--- src/rtl/subpel_pkg.sv ---
// Shared types and constants for the sub-pel row sequencer.
// State encoding, block geometry and fractional-phase encodings.
package subpel_pkg;

  typedef enum logic [1:0] {
    ST_IDLE  = 2'd0,
    ST_FETCH = 2'd1,
    ST_DRAIN = 2'd2,
    ST_DONE  = 2'd3
  } state_t;

  localparam int SUBPEL_ROWS = 15;
  localparam int SUBPEL_BLK  = 8;

  localparam logic [1:0] FRAC_A   = 2'd0;
  localparam logic [1:0] FRAC_B   = 2'd1;
  localparam logic [1:0] FRAC_C   = 2'd2;
  localparam logic [1:0] FRAC_ALL = 2'd3;

  function automatic logic [7:0] sat_inc8(input logic [7:0] v);
    return (v == 8'hFF) ? v : v + 8'd1;
  endfunction

endpackage

--- src/rtl/subpel_perf_cnt.sv ---
// Block and stall event counters for the row sequencer.
// Only built when SUBPEL_SEQ_PERF_EN is defined.
module subpel_perf_cnt (
  input  logic        clk,
  input  logic        rst,
  input  logic        i_done,
  input  logic        i_stall_evt,
  output logic [15:0] o_blk_count,
  output logic [15:0] o_stall_count
);

  logic [15:0] r_blk;
  logic [15:0] r_stl;

  // Free-running wrap-around event counters
  always_ff @(posedge clk or posedge rst) begin
    if (rst) begin
      r_blk <= '0;
      r_stl <= '0;
    end else begin
      if (i_done)      r_blk <= r_blk + 16'd1;
      if (i_stall_evt) r_stl <= r_stl + 16'd1;
    end
  end

  assign o_blk_count   = r_blk;
  assign o_stall_count = r_stl;

endmodule

--- src/rtl/subpel_row_sequencer.sv ---
// Sequences the sub-pixel interpolation datapath over one 8x8 block.
// Optional perf counters: define SUBPEL_SEQ_PERF_EN.
module subpel_row_sequencer
  import subpel_pkg::*;
#(
  parameter int ADDR_W   = 8,
  parameter int PIPE_LAT = 3
) (
  input  logic              clk,
  input  logic              rst,
  input  logic              start_valid,
  output logic              start_ready,
  input  logic [ADDR_W-1:0] blk_base,
  input  logic [1:0]        frac_mode,
  input  logic              stall,
  output logic [ADDR_W-1:0] row_addr,
  output logic [3:0]        row_idx,
  output logic              fir_load,
  output logic [1:0]        frac_sel,
  output logic              out_load,
  output logic              done,
  output logic              busy,
  output logic [7:0]        cnt
`ifdef SUBPEL_SEQ_PERF_EN
  ,
  output logic [15:0]       blk_count,
  output logic [15:0]       stall_count
`endif
);

  localparam logic [3:0] LAST_ROW   = 4'(SUBPEL_ROWS - 1);
  localparam logic [3:0] DRAIN_INIT = 4'(PIPE_LAT - 1);

  state_t            r_state;
  state_t            w_next;
  logic [ADDR_W-1:0] r_base;
  logic [1:0]        r_frac;
  logic [3:0]        r_row_cnt;
  logic [3:0]        r_drain;
  logic [7:0]        r_cnt;
  logic              w_fetch;
  logic              w_accept;
  logic              w_last;

  assign w_fetch  = (r_state == ST_FETCH);
  assign w_accept = start_valid && (r_state == ST_IDLE);
  assign w_last   = fir_load && (r_row_cnt == LAST_ROW);

  // Next-state decode
  always_comb begin
    w_next = r_state;
    case (r_state)
      ST_IDLE:  if (start_valid) w_next = ST_FETCH;
      ST_FETCH: if (w_last) w_next = ST_DRAIN;
      ST_DRAIN: if (!stall && r_drain == 4'd0) w_next = ST_DONE;
      ST_DONE:  w_next = ST_IDLE;
      default:  w_next = ST_IDLE;
    endcase
  end

  // State register
  always_ff @(posedge clk or posedge rst) begin
    if (rst) r_state <= ST_IDLE;
    else     r_state <= w_next;
  end

  // Block context, row/drain counters and cycle counter
  always_ff @(posedge clk or posedge rst) begin
    if (rst) begin
      r_base    <= '0;
      r_frac    <= '0;
      r_row_cnt <= '0;
      r_drain   <= '0;
      r_cnt     <= '0;
    end else begin
      if (w_accept) begin
        r_base    <= blk_base;
        r_frac    <= frac_mode;
        r_row_cnt <= '0;
        // the handshake cycle itself counts, so the first FETCH cycle reads 1
        r_cnt     <= 8'd1;
      end else begin
        if (fir_load) r_row_cnt <= r_row_cnt + 4'd1;
        if (r_state != ST_IDLE) r_cnt <= sat_inc8(r_cnt);
      end
      if (w_last)
        r_drain <= DRAIN_INIT;
      else if (r_state == ST_DRAIN && !stall && r_drain != 4'd0)
        r_drain <= r_drain - 4'd1;
    end
  end

  assign start_ready = (r_state == ST_IDLE);
  assign busy        = (r_state != ST_IDLE);
  assign fir_load    = w_fetch && !stall;
  assign row_idx     = w_fetch ? r_row_cnt : 4'd0;
  assign row_addr    = w_fetch ? r_base + ADDR_W'(r_row_cnt) : '0;
  assign frac_sel    = r_frac;
  assign out_load    = (r_state == ST_DONE);
  assign done        = (r_state == ST_DONE);
  assign cnt         = r_cnt;

`ifdef SUBPEL_SEQ_PERF_EN
  logic w_stall_evt;
  assign w_stall_evt = stall && (w_fetch || r_state == ST_DRAIN);

  subpel_perf_cnt u_perf (
    .clk           (clk),
    .rst           (rst),
    .i_done        (done),
    .i_stall_evt   (w_stall_evt),
    .o_blk_count   (blk_count),
    .o_stall_count (stall_count)
  );
`endif

endmodule

--- config.mk ---
export PLATFORM = sky130hd
export DESIGN_NAME = subpel_row_sequencer
export DESIGN_NICKNAME = d
export VERILOG_FILES = /design/src/rtl/subpel_pkg.sv /design/src/rtl/subpel_perf_cnt.sv /design/src/rtl/subpel_row_sequencer.sv
export SDC_FILE = /design/constraint.sdc
export NUM_CORES = 1
export LEC_CHECK = 0
export ABC_AREA = 1
export CORE_MARGIN = 3
export CORE_UTILIZATION = 50
export DETAILED_ROUTE_END_ITERATION = 12
export PLACE_DENSITY_LB_ADDON = 0.25
export REMOVE_ABC_BUFFERS = 1
export SLEW_MARGIN = 5
export SYNTH_ARGS = -nofsm -noshare
export SYNTH_HDL_FRONTEND = slang
export SYNTH_SLANG_ARGS = --single-unit
--- constraint.sdc ---
create_clock -name clk -period 2.2 [get_ports clk]
set_clock_uncertainty 0.2 [all_clocks]
set_input_delay 0.33 -clock clk [delete_from_list [all_inputs] [get_ports clk]]
set_output_delay 0.33 -clock clk [all_outputs]
set_load 0.02 [all_outputs]
==> results.py <==
metrics = {
    "final_layout": {
        "multi_input_area_um2": 1030,
        "num_antenna_cells": 0,
        "drive_gt1_share_pct": 21.8,
        "fillerInstances": 271,
        "instances_no_fill": 353,
        "design_area_um2": 2480,
        "nNetsFinal": 336,
        "synthToLayoutAreaGrowth_pct": 38.0,
        "register_area_um2": 701,
    },
    "drt": {
        "vias": 1794,
        "drcViolationCount": 0,
        "drt_iter0_drc": 97,
        "viasPerCell": 5.08,
        "first_pass_iters": 4,
        "wl_mm": 4.13,
        "wl_per_cell_um": 11.7,
        "antenna_left": 0,
    },
    "pwr": {
        "internal-power_mw": 1.83,
        "power_density_nw_per_um2": 1380,
        "switching_power_mw": 1.59,
        "power_frac_seq_pct": 28.2,
        "p_clk_share_pct": 7.5,
        "power.share.switching_pct": 46.4,
        "p_leak_nw": 1.35,
        "combPwrFrac_pct": 64.3,
        "ir_worst_vdd_mv": 0.852,
    },
    "yosys": {
        "synth_area_leaders": "dfrtp_1 39%, nand2_1 17%, ha_1 9.1%",
        "synthArstFlopShare_pct": 100,
        "yosys_warnings": 0,
        "synth_top_area_share_pct": 39.0,
        "synth-edff-count": 0,
        "syn_inst": 244,
        "synth.avg_cell_area_um2": 7.36,
        "netlist-cell-type-count": 28,
        "synthMostInstantiatedCell": "nand2_1",
        "ys.flop_type": "dfrtp_1",
        "synth_top_area_cell": "dfrtp_1",
        "synth-seq-cells": 28,
        "synth_common_cells": "82 x nand2_1, 28 x dfrtp_1, 26 x inv_1",
        "syn-cell-area_um2": 1800,
        "yosysSeqAreaShare_pct": 39.0,
    },
    "placed_design": {
        "placed_cells": 347,
        "io_buffers": 40,
        "placed_area_um2": 2390,
        "place_ws_ps": -357,
        "hpwl_mm": 3.02,
        "gp_congestion": 0.825,
    },
    "timing": {
        "report.final.slew_viol_count": 0,
        "max_freq_ghz": 0.420,
        "rsz0062_at_grt": "yes",
        "min_period_ps": 2380,
        "min_period_over_period_pct": 108,
        "fin_ws_ps": -178,
        "hold_viol_final": 0,
        "worst_slew_pin_slew_ps": 359,
        "setup_viol": 6,
        "max_slew_margin_pct": 76.1,
    },
    "clock_network": {
        "clk_latency_ps": 330,
        "tritoncts": "done",
        "htree_levels": 1,
        "clock_sink_count": 28,
        "clk_pin_slew_ps": 150,
        "cts_buffers": 3,
        "clk_path_buf_depth": 2,
        "clock-root-buffer": "clkbuf_4",
    },
    "floorplanning": {
        "row_count": 21,
        "die_h_um": 65.9,
        "dieArea_um2": 4350,
        "die_x_um": 65.9,
        "initial_core_util_pct": 53.0,
        "ios": 41,
        "coreArea_um2": 3390,
    },
    "setup_path": {
        "worstSetupPathType": "register to output pin",
        "r2r_end": "r_base[7]",
        "cp_slowest_cell": "dfrtp_1",
        "critPathCaptureType": "output pin",
        "max_stage_delay_ps": 410,
        "crit_chain": "ha_2 > fa_2 > buf_6 > nand4_1 > nand2_1 > nor2_1 > nor2_1 > buf_4",
        "r2r_cells": 8,
        "arrival_ps": 1850,
        "crit_path_start_kind": "register",
        "crit_start": "r_row_cnt[0]",
        "worst_path_most_repeated_cell": "nor2_1",
        "worstPathRequired_ps": 1670,
        "reg2reg_from": "r_state[0]",
        "reg2reg_slack_ps": 360,
        "worst-path-max-fanout": 3,
    },
    "grt": {
        "gr-total-overflow": 0,
        "grt_max_degree": 29,
        "grt.total_usage_pct": 20.5,
        "grt_pass1_wl_mm": 7.04,
        "antenna_found_initial": 0,
        "first_global_vias": 1629,
    },
    "flow_run": {
        "maxCapViolCount": 0,
    },
    "worst_hold_path": {
        "min_path_type": "input port to async pin",
    },
    "status": {
        "status": "complete, but fails checks",
        "failed_checks": "setup timing",
    },
}
## registers in the layout (all words and copies together), names as in the netlist
signal,cells
cnt,8
r_base,8
r_drain,4
r_row_cnt,4
frac_sel,2
r_state,2
## worst max path at each step
stage / slack (ps) / endpoint / depth (start not counted)
3_5_place_dp: -360 / row_addr[6] / 8
6_report: -180 / row_addr[6] / 8
4_1_cts: -190 / row_addr[6] / 8
3_3_place_gp: -330 / row_addr[6] / 8
2_1_floorplan: 40 / row_addr[6] / 7
5_1_grt: -280 / row_addr[6] / 8
## repair_timing
item	in CTS	in global routing
hold buffers	0	0
resized for setup	61	14
buffers inserted	0	2
pin swaps	5	5
setup endpoints to repair	15	14
## critical path, delay by kind of cell, from the launching register on
kind / cells / cell delay (ps)
flip-flops: 1 / 410
buffers and inverters: 2 / 280
AND/OR/NAND/NOR: 4 / 280
adder cells (fa/ha/maj): 2 / 550
## through the flow
stage	hold slack (ps)	utilization, %	power [mW]	setup TNS (ps)
floorplan	195	-	2.18	0
CTS	139	72.6	3.39	-644
detailed placement	274	70.6	3.08	-1690
global placement	261	70.6	3.03	-1400
global route	165	73.2	3.73	-1230
finish	133	73.2	3.42	-628
## power groups by stage
stage                     clock (mW)  sequential, mW  combinational (mW)
after floorplan                    0            1.05                1.13
after global placement             0           0.953                2.07
after detailed placement           0           0.960                2.12
after CTS                      0.266           0.964                2.16
after global routing           0.279           0.999                2.45
final                          0.255           0.964                2.20
## cells in the final DEF (no fill, tap or decap), drive strengths merged, types with 2 or more instances in the layout
| master | count |
|---|---|
| a21oi | 7 |
| clkdlybuf4s50 | 23 |
| o21ai | 12 |
| buf | 30 |
| xor2 | 3 |
| nor2 | 21 |
| or2 | 3 |
| nand4 | 7 |
| nand2 | 85 |
| ha | 13 |
| dlygate4sd2 | 4 |
| clkbuf | 8 |
| clkdlybuf4s15 | 2 |
| dfrtp | 28 |
| nand3 | 22 |
| inv | 32 |
## area by class of cell
type / count / area share, %
repair buffers: 63 / 21.7
clock buffers: 4 / 1.46
well taps: 46 / 2.32
flip-flops and latches: 28 / 28.3
multi-input cells: 180 / 41.4
inverters: 32 / 4.84
## cell families (layout without fill, tap and decap cells)
kind of cell               count (synthesis)  after routing  synth area share, %
and+or+nand+nor                          140            140                 34.7
buffers and inverters                     36             99                 7.80
DFF                                       28             28                 39.0
AOI/OAI and AO/OA                         23             23                 6.89
adders and majority gates                 14             14                 10.2
xor gates and xnor gates                   3              3                 1.46
## routing by layer
layer,wire length (um),GRT usage [%]
met5,0,0
met1,1840,27.9
met2,1990,34.5
met4,68,6.85
met3,231,1.53
(Power assumes the default switching activity.)
